<file path="config.mk">
export PLATFORM = sky130hd
export DESIGN_NAME = counter_ctrl_flat
export DESIGN_NICKNAME = d
export VERILOG_FILES = /design/src/rtl/counter_ctrl_pkg.sv /design/src/rtl/counter_ctrl_if.sv /design/src/rtl/counter_ctrl_btn_debounce.sv /design/src/rtl/counter_ctrl.sv /design/src/flat_wrapper.sv
export SDC_FILE = /design/constraint.sdc
export NUM_CORES = 1
export LEC_CHECK = 0
export ABC_AREA = 1
export BUFFER_PORTS_ARGS = -buffer_cell sky130_fd_sc_hd__clkbuf_2
export CORE_UTILIZATION = 45
export CTS_CLUSTER_SIZE = 16
export DETAILED_ROUTE_END_ITERATION = 10
export PLACE_DENSITY = 0.7
export SLEW_MARGIN = 20
export SYNTH_ARGS = -nofsm -noshare
export SYNTH_HDL_FRONTEND = slang
export SYNTH_HIERARCHICAL = 1
export SYNTH_SLANG_ARGS = --single-unit
</file>
<file path="constraint.sdc">
create_clock -name clk -period 1.38 [get_ports clk]
set_input_delay 0.069 -clock clk [delete_from_list [all_inputs] [get_ports clk]]
set_output_delay 0.069 -clock clk [all_outputs]
set_load 0.05 [all_outputs]
</file>
<file path="src/rtl/counter_ctrl_pkg.sv">
// Shared types and constants for the counter control sequencer.
// Latency: n/a (declarations only).
// Backpressure: n/a.
package counter_ctrl_pkg;

  // Width of the counter's preset value (switch bank and num register).
  localparam int DATA_W = 3;

  // FSM state encoding; exported on the state output, so the values are fixed.
  typedef enum logic [1:0] {
    ST_IDLE  = 2'd0,
    ST_RUN   = 2'd1,
    ST_PAUSE = 2'd2,
    ST_LOAD  = 2'd3
  } state_t;

endpackage

</file>
<file path="src/rtl/counter_ctrl_if.sv">
// Board-side bundle of the counter control sequencer: raw buttons and switch inputs,
// plus the strobes/preset/status driven towards the counter.
// master = the sequencer (drives cnt/load/num/state/running); slave = board I/O and counter.
interface counter_ctrl_if;
  import counter_ctrl_pkg::*;

  logic              btn_run;   // raw run/pause button, active-high, asynchronous
  logic              btn_load;  // raw load button, active-high, asynchronous
  logic [DATA_W-1:0] sw_num;    // preset switches, sampled on a load event
  logic              cnt;       // count enable to the counter
  logic              load;      // one-cycle load strobe to the counter
  logic [DATA_W-1:0] num;       // registered preset value
  state_t            state;     // current FSM state
  logic              running;   // high while in RUN

  modport master (
    input  btn_run, btn_load, sw_num,
    output cnt, load, num, state, running
  );

  modport slave (
    output btn_run, btn_load, sw_num,
    input  cnt, load, num, state, running
  );

endinterface

</file>
<file path="src/rtl/counter_ctrl_btn_debounce.sv">
// Button conditioner: 2-flop synchroniser, stability counter and rising-edge press pulse.
// Latency: level follows a stable input on edge 2+DEBOUNCE_CYC; evt is high the cycle after.
// Backpressure: none; evt is a free-running one-cycle pulse.
// Ports: clk, clr_n (async active-low), btn (raw), level (debounced), evt (press pulse).
module btn_debounce #(
  parameter int DEBOUNCE_CYC = 4
) (
  input  logic clk,
  input  logic clr_n,
  input  logic btn,
  output logic level,
  output logic evt
);

  localparam int CW = (DEBOUNCE_CYC > 1) ? $clog2(DEBOUNCE_CYC) : 1;
  localparam logic [CW-1:0] LAST = CW'(DEBOUNCE_CYC - 1);

  logic          sync1;
  logic          sync2;
  logic [CW-1:0] run_cnt;
  logic          flip;

  // The mismatch has persisted for DEBOUNCE_CYC cycles once this edge is counted.
  assign flip = (sync2 != level) && (run_cnt == LAST);

  always_ff @(posedge clk or negedge clr_n) begin
    if (!clr_n) begin
      sync1   <= 1'b0;
      sync2   <= 1'b0;
      run_cnt <= '0;
      level   <= 1'b0;
      evt     <= 1'b0;
    end else begin
      sync1 <= btn;
      sync2 <= sync1;
      if (sync2 == level || flip) begin
        run_cnt <= '0;
      end else begin
        run_cnt <= run_cnt + CW'(1);
      end
      if (flip) begin
        level <= sync2;
      end
      // Only a flip towards 1 is a press; releases are silent.
      evt <= flip & sync2;
    end
  end

endmodule

</file>
<file path="src/rtl/counter_ctrl.sv">
// Control sequencer for the 3-bit loadable counter: debounced run/pause and load buttons,
// load sequencing with return-state memory, and a count-rate prescaler.
// Latency: state changes on the edge after a press pulse; load is the Moore output of LOAD.
// Backpressure: none; events arriving during LOAD are dropped.
// Ports: clk, clr_n (async active-low), bus (counter_ctrl_if.master: buttons, switches,
// cnt/load/num strobes and state/running status).
module counter_ctrl
  import counter_ctrl_pkg::*;
#(
  parameter int DEBOUNCE_CYC = 4,
  parameter int TICK_DIV     = 2
) (
  input  logic             clk,
  input  logic             clr_n,
  counter_ctrl_if.master   bus
);

  localparam int PW = (TICK_DIV > 1) ? $clog2(TICK_DIV) : 1;
  localparam logic [PW-1:0] PSC_LAST = PW'(TICK_DIV - 1);

  logic              run_evt;
  logic              load_evt;
  logic              run_level;
  logic              load_level;
  logic              unused_levels;

  state_t            state_q;
  state_t            state_d;
  state_t            ret_q;
  state_t            ret_d;
  logic              latch;
  logic [PW-1:0]     psc_q;
  logic              wrap;
  logic              cnt_q;
  logic [DATA_W-1:0] num_q;

  btn_debounce #(.DEBOUNCE_CYC(DEBOUNCE_CYC)) u_run_btn (
    .clk   (clk),
    .clr_n (clr_n),
    .btn   (bus.btn_run),
    .level (run_level),
    .evt   (run_evt)
  );

  btn_debounce #(.DEBOUNCE_CYC(DEBOUNCE_CYC)) u_load_btn (
    .clk   (clk),
    .clr_n (clr_n),
    .btn   (bus.btn_load),
    .level (load_level),
    .evt   (load_evt)
  );

  // Debounced levels are not needed here; only the press pulses drive the FSM.
  assign unused_levels = run_level ^ load_level;

  // Next state. Load has priority over run; LOAD itself ignores both events.
  always_comb begin
    state_d = state_q;
    ret_d   = ret_q;
    latch   = 1'b0;
    case (state_q)
      ST_LOAD: begin
        state_d = ret_q;
      end
      default: begin
        if (load_evt) begin
          state_d = ST_LOAD;
          latch   = 1'b1;
          // Loading from IDLE parks the counter in PAUSE afterwards.
          ret_d   = (state_q == ST_RUN) ? ST_RUN : ST_PAUSE;
        end else if (run_evt) begin
          state_d = (state_q == ST_RUN) ? ST_PAUSE : ST_RUN;
        end
      end
    endcase
  end

  always_ff @(posedge clk or negedge clr_n) begin
    if (!clr_n) begin
      state_q <= ST_IDLE;
      ret_q   <= ST_IDLE;
    end else begin
      state_q <= state_d;
      ret_q   <= ret_d;
    end
  end

  assign wrap = (psc_q == PSC_LAST);

  // Prescaler restarts at 0 on every entry into RUN so the first count step
  // always lands TICK_DIV cycles after entry, including a resume from PAUSE.
  // cnt is gated with the next state so it is never high outside RUN.
  always_ff @(posedge clk or negedge clr_n) begin
    if (!clr_n) begin
      psc_q <= '0;
      cnt_q <= 1'b0;
      num_q <= '0;
    end else begin
      if (state_q == ST_LOAD || (state_d == ST_RUN && state_q != ST_RUN)) begin
        psc_q <= '0;
      end else if (state_q == ST_RUN) begin
        psc_q <= wrap ? '0 : psc_q + PW'(1);
      end
      cnt_q <= (state_q == ST_RUN) && (state_d == ST_RUN) && wrap;
      if (latch) begin
        num_q <= bus.sw_num;
      end
    end
  end

  assign bus.cnt     = cnt_q;
  assign bus.load    = (state_q == ST_LOAD);
  assign bus.num     = num_q;
  assign bus.state   = state_q;
  assign bus.running = (state_q == ST_RUN);

endmodule

</file>
<file path="src/flat_wrapper.sv">
// flat-port wrapper written by rule: the top's interface ports become plain ports
module counter_ctrl_flat import counter_ctrl_pkg::*;
#(
  parameter int DEBOUNCE_CYC = 4,
  parameter int TICK_DIV     = 2
)
  (clk, clr_n, bus_btn_run, bus_btn_load, bus_sw_num, bus_cnt, bus_load, bus_num, bus_state, bus_running);
  counter_ctrl_if bus_i ();
  input  logic clk;
  input  logic clr_n;
  input wire logic [$bits(bus_i.btn_run)-1:0] bus_btn_run;
  input wire logic [$bits(bus_i.btn_load)-1:0] bus_btn_load;
  input wire logic [$bits(bus_i.sw_num)-1:0] bus_sw_num;
  output wire logic [$bits(bus_i.cnt)-1:0] bus_cnt;
  output wire logic [$bits(bus_i.load)-1:0] bus_load;
  output wire logic [$bits(bus_i.num)-1:0] bus_num;
  output wire logic [$bits(bus_i.state)-1:0] bus_state;
  output wire logic [$bits(bus_i.running)-1:0] bus_running;
  assign bus_i.btn_run = bus_btn_run;
  assign bus_i.btn_load = bus_btn_load;
  assign bus_i.sw_num = bus_sw_num;
  assign bus_cnt = bus_i.cnt;
  assign bus_load = bus_i.load;
  assign bus_num = bus_i.num;
  assign bus_state = bus_i.state;
  assign bus_running = bus_i.running;
  counter_ctrl #(.DEBOUNCE_CYC(DEBOUNCE_CYC), .TICK_DIV(TICK_DIV)) u_core (.clk(clk), .clr_n(clr_n), .bus(bus_i));
endmodule
</file>
# Yosys cells after proc, flatten, opt, wreduce, memory -nomap -nowiden
# Cells that the tools add are included.
[op_classes]
n_addsub = 3
n_eq_ne = 10
muxes = 12
bitwise_logic = 3
reduce_logical = 10
[op_table]
columns = ["operator", "n"]
rows = [
  ["$mux W2", 7],
  ["$eq A2 B2 Y1 const B", 3],
  ["$logic_and A1 B1 Y1", 5],
  ["$mux W1", 5],
  ["$add A2 B1 Y2 const B", 2],
  ["$eq A2 B1 Y1 const B", 2],
  ["$logic_or A1 B1 Y1", 3],
  ["$and A1 B1 Y1", 2],
  ["$eq A1 B1 Y1", 2],
  ["$ne A1 B1 Y1", 2],
  ["$ne A2 B1 Y1 const B", 1],
  ["$reduce_and A2 Y1", 1],
  ["$reduce_bool A2 Y1", 1],
  ["$add A1 B1 Y1 const B", 1],
  ["$not A1 Y1", 1],
]
[word_totals]
regBits = 21
elab_cells = 53

# Logic depth before layout (Yosys ltp)
# Gate-level depths: netlist (run 1).
[logic_depth]
ltp_word = 9
mapped_depth = 8

# Modules after synthesis
# The synthesis (run 1) kept the hierarchy.
[by_module_without_submodules]
columns = ["mod", "instances", "cells_each", "area_each_um2", "seq_area_each_um2"]
rows = [
  ["counter_ctrl", 1, 55, 425.4, 225.2],
  ["btn_debounce", 2, 18, 206.4, 150.1],
]

# Least setup slack after synthesis (run 1)
# No wires, ideal clock.
[synth_path]
path_kind = "reg2reg"
from = "reg u_core.state_q[0], in the netlist u_core/bus.state[0]"
to = "reg u_core.psc_q"
setup_ns = 0.066
arrival_time_ns = 1.532
t_required_ns = 1.314
path_slack_ns = -0.218
path_stages_with_launch = 8
path_buffers = 0
synth_period_minus_slack_ns = 1.598
cell_sequence = "dfrtp_1 -> nand2_2 -> clkinv_1 -> nand2_1 -> nand2_2 -> nand2_2 -> nand2_1 -> nand2_1"
[synth_via]
word_cells_on_any_way = 12
cone_classes = "eq/ne: 4; mux: 5; reduce/logical: 3"
[synth_rtl]
columns = ["element", "line_no", "source"]
rows = [
  ["from (decl)", "counter_ctrl.sv:27", "state_t state_q;"],
  ["from (signal assigned)", "counter_ctrl.sv:83", "state_q <= state_d;"],
  ["$eq A2 B2 Y1 (*)", "--", ""],
  ["named net bus_load", "flat_wrapper.sv:15", "output wire logic [$bits(bus_i.load)-1:0] bus_load;"],
  ["$mux W2", "counter_ctrl.sv:61", "case (state_q)"],
  ["$eq A2 B1 Y1", "counter_ctrl.sv:99", "if (state_q == ST_LOAD || (state_d == ST_RUN && state_q != ST_RUN)) begin"],
  ["$logic_and A1 B1 Y1", "counter_ctrl.sv:99", ""],
  ["$logic_or A1 B1 Y1 (*)", "counter_ctrl.sv:99", ""],
  ["$mux W1 / $reduce_bool A2 Y1 (equally long branches)", "--", ""],
  ["to (signal assigned)", "counter_ctrl.sv:102", "psc_q <= wrap ? '0 : psc_q + PW'(1);"],
  ["to (decl)", "counter_ctrl.sv:32", "logic [PW-1:0] psc_q;"],
]
# The timed path passes the listed nets; every way through them passes the cells marked *.
# A chain may end at the register's enable or synchronous reset.

# Final worst setup path (run 1)
[layout_path]
from = "reg u_core.state_q[1], in the netlist u_core/bus.state[1]"
to = "out bus_running"
[layout_via]
elab_chain_len = 1
[layout_rtl]
columns = ["element", "line_no", "source"]
rows = [
  ["$eq A2 B1 Y1", "counter_ctrl.sv:115", "assign bus.running = (state_q == ST_RUN);"],
  ["to (decl)", "flat_wrapper.sv:18", "output wire logic [$bits(bus_i.running)-1:0] bus_running;"],
]
# Every way passes these cells.

==> impl_results.md, run 1 <==
* Starting Density at 48.03%
* Vias per std cell at 4.507
* Unrepaired setup endpoints after global routing: false
* Compound-Gate Fraction of Synth Area at 1.194%
* CP endpoint kind: output pin
* Post-CTS setup buffer count at 0
* Nets at 125
* DR iter-0 viols at 3
* I/O pins at 15
* Largest cells by area after synthesis: dfrtp_1 63%, nand2_1 14%, inv_1 5.8%
* R2R Path Start: u_core/bus.state[0]
* Crit path from: u_core/bus.state[1]
* Reg clk slew, reported paths at 0.12 ns
* Die ar. at 2039 µm²
* Core Footprint at 1745 µm²
* Chip height at 45.16 µm
* DRC Markers at 0
* Final setup fails at 0
* Mapped Area at 838.3 µm²
* Worst setup path end: bus_running
* Synthesized Nets at 100
* Top cell type's share of synthesized area at 62.69%
* Worst-Margin Slew at 0.5006 ns
* R2R Path End: u_core/psc_q
* Fillcell total at 153
* Syn. warnings at 6
* Share of synthesized flip-flops with an asynchronous set or reset at 100.0%
* Final wirelength at 1218 µm
* Share of cells above drive strength 1 at 26.96%
* CP arrival at 1.22 ns
* Hpwl dp at 915.2 µm
* Max_cap viols at 0
* Primary FF master, synth: dfrtp_1
* Worst EP required at 1.31 ns
* EDFF count, synth at 0
* Max Fanout on Critical Path at 4
* Worst setup SP type: flop
* Post-Synthesis Cells at 91
* Tcrit/Tclk final at 93.71%
* Post-Layout Inst Area at 1049 µm²
* Rel. slew slack at 66.62%
* Maximum root-to-sink buffer count at 2
* Detail Route Antenna Nets at 0
* Distinct cell type count after synthesis at 12
* Synth Register Bits at 21
* Most common library cells after synthesis: 32 x nand2_1, 21 x dfrtp_1, 13 x inv_1
* Status: completed
* Cell Pwr Density at 2037 nW/µm²
* Post-Synth XOR/XNOR Area at 0%
* Final hold viol count at 0
* Routed len/inst at 8.700 µm
* Worst min path class: in2async
* CTS Buf Count at 3
* Placed cell areas at 947.2 µm²
* Register area at 528.0 µm²
* Period minus WS final at 1.293 ns
* Adder-Cell Fraction of Synth Area at 2.985%
* Ant diodes at 0
* Total clock sinks at 21
* Global route overflow at 0
* Layout Skew at 0.003595 ns
* Via count at 631
* Cells on worst reg2reg path at 8
* Vias in the first global route at 545
* Routability cong. at 0.7770
* Syn avg cell area at 9.212 µm²
* Initial DRT Pass Iterations at 4
* # rows at 15
* Slew Viols, Final at 0
* All-layer global routing usage at 15.16%
* Leading area contributor after synthesis: dfrtp_1
* Flop2flop setup slack at 0.31 ns
* Leak at 0.0005665 µW
* DIE WIDTH at 45.16 µm
* Clock root buffer: clkbuf_4
* Largest family of logic cells by synthesized area: simple AND/OR/NAND/NOR gates
* Skew-Pair Late Insertion Delay at 0.30 ns
* Critical path type: reg2out
* Worst ir drop on vdd at 1.059 mV
* IO Port Bufs at 14
* Register area share after synthesis at 62.69%
* Multiplexer area fraction after synthesis at 0%
* Synth Area in Simple Gates at 26.42%
* CTS tree: done
* Multi-input logic area at 259.0 µm²
* Pin count of the biggest net entering global routing at 22
* First-pass GRT wire length at 2125 µm
* Area growth, synth to finish at 25.08%
* H-tree levels at 1
* Achievable Freq at 773.3 MHz
* Final TNS setup at 0 ns
* Initial antenna violation count at 0
* Top-count cell post-synth: nand2_1
metrics by stage:
| step | total power (µW) | util, % | instances | hold WS, ns | setup WS, ns |
|---|---|---|---|---|---|
| 3_5_place_dp | 1826 | 54.27 | 130 | 0.06690 | 0.3016 |
| 5_1_grt | 2293 | 60.07 | 140 | 0.2987 | 0.008596 |
| 4_1_cts | 2160 | 59.93 | 140 | 0.2560 | 0.02003 |
| 3_3_place_gp | 1795 | 54.27 | 130 | 0.06296 | 0.3236 |
| 2_1_floorplan | 1628 | - | 91 | -0.2266 | 0.03403 |
| 6_report | 2135 | 60.07 | 140 | 0.2442 | 0.08686 |
cell families (layout without fill, tap and decap cells):
group / after synthesis / count (layout)
AO/OA/AOI/OAI: 2 / 2
adder cells (fa/ha/maj): 2 / 2
buffers and inverters: 15 / 39
flip-flops: 21 / 21
AND/OR/NAND/NOR: 51 / 51
worst min path at each step:
stage                                  endpoint  cells after the start  slack (ns)
floorplan                        u_core/bus.cnt                      0       -0.23
global placement                   u_core/psc_q                      1        0.06
detailed placement               u_core/bus.cnt                      1        0.07
CTS                 u_core/u_run_btn/run_cnt[0]                      2        0.26
global route               u_core/u_run_btn/evt                      2        0.30
finish                    u_core/u_load_btn/evt                      2        0.24
placed cells by master (no fill, tap or decap), drive strengths merged:
master,n
ha,2
nand2,39
clkbuf,17
nor2,6
o21ai,2
dfrtp,21
dlygate4sd3,6
nor3,4
clkinv,1
clkinvlp,2
inv,13
nand3,2
critical path, stage by stage (launching register included):
cell and delay (ns):
dfrtp_2 0.44, inv_1 0.11, nand2_2 0.09, clkinvlp_4 0.10, clkbuf_8 0.18
state kept, by name, summed over array words and instances (netlist names):
name and flops:
u_core/ret_q 2, u_core/u_load_btn/sync2 1, u_core/bus.state 2, u_core/u_load_btn/level 1, u_core/u_run_btn/run_cnt 2, u_core/u_run_btn/evt 1
u_core/u_run_btn/sync1 1, u_core/u_load_btn/evt 1, u_core/u_load_btn/sync1 1, u_core/u_run_btn/sync2 1, u_core/u_run_btn/level 1, u_core/psc_q 1
u_core/bus.cnt 1, u_core/bus.num 3, u_core/u_load_btn/run_cnt 2
layout make-up:
| cell class | instances | share of cell area (%) |
|---|---|---|
| clock buffer | 3 | 2.148 |
| clock inverter | 1 | 0.7160 |
| inverter | 15 | 5.847 |
| multi-input combinational | 55 | 24.70 |
| sequential | 21 | 50.36 |
| tap | 25 | 2.983 |
| timing repair buffer | 20 | 13.25 |
power breakdown:
part           switching, µW  leakage, µW  internal [µW]
Combinational            625     0.000291            259
Clock                    187    0.0000139            110
Sequential               138     0.000262            815
repair_timing:
| action | in CTS | in global routing |
|---|---|---|
| hold buffers | 6 | 0 |
| setup endpoints to repair | 1 | 1 |
| hold endpoints to repair | 26 | 0 |
| pin swaps | 0 | 0 |
| resized for setup | 2 | 1 |
| cloned | 0 | 0 |
metal layers:
metal	vias up	wire (µm)	share of wire [%]	GRT usage (%)
li1	323	-	-	-
met1	291	552	45	16.62
met2	15	600	49	25.51
met3	2	53	4.4	6.000
met4	0	12	0.99	7.273
met5	-	0	0	0
No activity file was read; power rests on OpenSTA's default activity.
==> run 2, diff against run 1 <==
--- a/config.mk
+++ b/config.mk
@@ -10,7 +10,7 @@
 export CORE_UTILIZATION = 45
 export CTS_CLUSTER_SIZE = 16
 export DETAILED_ROUTE_END_ITERATION = 10
-export PLACE_DENSITY = 0.7
+export PLACE_DENSITY = 0.68
 export SLEW_MARGIN = 20
 export SYNTH_ARGS = -nofsm -noshare
 export SYNTH_HDL_FRONTEND = slang
==> impl_results.md, run 2 (synthesis results as in run 1) <==
* Worst-Margin Slew at 0.4944 ns
* Cell Pwr Density at 2045 nW/µm²
* Commonest non-fill, non-tap cells in the layout: 31 x nand2_1, 19 x dfrtp_1, 13 x clkbuf_2, 12 x inv_1, 7 x nand2_2
* All-layer global routing usage at 15.64%
* Status: completed
* Routability cong. at 0.7845
* Post-Layout Inst Area at 1046 µm²
* Vias per std cell at 4.186
* Routed length on met2 at 616 µm
* Flop2flop setup slack at 0.28 ns
* Total power draw at 2139 µW
* Met3 WL at 27 µm
* Clock root buffer: clkbuf_4
* # rows at 15
* Rel. slew slack at 67.04%
* Pin count of the biggest net entering global routing at 22
* Final TNS setup at 0 ns
* Worst EP required at 1.31 ns
* Nets at 125
* CTS tree: done
* CP arrival at 1.24 ns
* Max_cap viols at 0
* Initial DRT Pass Iterations at 4
* Starting Density at 48.03%
* First-pass GRT wire length at 2187 µm
* DRC Markers at 0
* WL met1 at 634 µm
* Unrepaired setup endpoints after global routing: false
* DIE WIDTH at 45.16 µm
* Achievable Freq at 762.7 MHz
* R2R Path End: u_core/psc_q
* I/O pins at 15
* Critical path type: reg2out
* Post-CTS setup buffer count at 0
* Total clock sinks at 21
* Final wirelength at 1290 µm
* Hpwl dp at 960.1 µm
* Vias in the first global route at 531
* Share of cells above drive strength 1 at 26.96%
* Most common cell after layout, fill and taps aside: nand2_1
* Skew-Pair Late Insertion Delay at 0.30 ns
* H-tree levels at 1
* Global route overflow at 0
* Max Fanout on Critical Path at 4
* Placed cell areas at 947.2 µm²
* CTS Buf Count at 3
* Crit path from: u_core/bus.state[1]
* Final hold viol count at 0
* Slew Viols, Final at 0
* Period minus WS final at 1.311 ns
* IO Port Bufs at 14
* CP endpoint kind: output pin
* DR top layer: met4
* Reg clk slew, reported paths at 0.11 ns
* Initial antenna violation count at 0
* Maximum root-to-sink buffer count at 2
* Max FFs per register at 3
* Worst setup SP type: flop
* Layout Skew at 0.001208 ns
* Core Footprint at 1745 µm²
* DR iter-0 viols at 4
* Routed len/inst at 9.214 µm
* Die ar. at 2039 µm²
* Leak at 0.0005703 µW
* Worst ir drop on vdd at 1.266 mV
* R2R Path Start: u_core/bus.state[1]
* Area growth, synth to finish at 24.78%
* Via count at 586
* Ant diodes at 0
* Worst min path class: in2async
* Chip height at 45.16 µm
* Final setup fails at 0
* Cells on worst reg2reg path at 8
* Tcrit/Tclk final at 95.01%
* Detail Route Antenna Nets at 0
run 2: cell types whose count changed in the layout (fill, tap and decap cells not counted):
cell | previous run | this run
clkinvlp_4 | 2 | 1
clkinv_2 | 1 | 2
run 2: timing repair:
action	4_1_cts	5_1_grt
hold endpoints to repair	26	0
endpoints found under the setup margin	1	1
gates resized for setup	2	1
hold buffers	6	0
run 2: area by class of cell:
type | count | area, µm²
fill | 164 | 699.4
inverter | 15 | 61.31
multi-input combinational | 55 | 259.0
tap | 25 | 31.28
timing repair buffer | 20 | 138.9
clock buffer | 3 | 22.52
clock inverter | 1 | 5.005
sequential | 21 | 528.0
run 2: how the worst max path moves through the flow:
stage	cells after the start	slack, ns	to
finish	4	0.07	bus_running
global route	4	0.0006	bus_running
CTS	4	0.01	bus_running
detailed placement	8	0.25	u_core/psc_q
global placement	8	0.28	u_core/psc_q
floorplan	4	0.03	u_core/ret_q[1]
run 2: critical path: stages (launching register included):
cell        delay, ns
dfrtp_2          0.45
inv_1            0.12
nand2_2          0.10
clkinvlp_4       0.10
clkbuf_8         0.18
run 2: per-stage QoR:
| stage | hold slack [ns] | instances | setup WS, ns | utilization (%) |
|---|---|---|---|---|
| floorplan | -0.2266 | 91 | 0.03403 | - |
| global placement | 0.05658 | 130 | 0.2809 | 54.27 |
| detailed placement | 0.05768 | 130 | 0.2530 | 54.27 |
| CTS | 0.2659 | 140 | 0.01038 | 59.78 |
| global route | 0.2916 | 140 | 0.0006463 | 59.93 |
| finish | 0.2480 | 140 | 0.06885 | 59.93 |
run 2: power by group:
group          internal, µW  switching (µW)  leakage [µW]
sequential              815             142      0.000262
combinational           259             637      0.000291
clock                   108             178     0.0000177
run 2: per-layer routing:
layer	vias up	global-route usage [%]
li1	318	-
met5	-	0
met4	0	9.091
met2	6	23.48
met3	2	2.400
met1	260	21.60
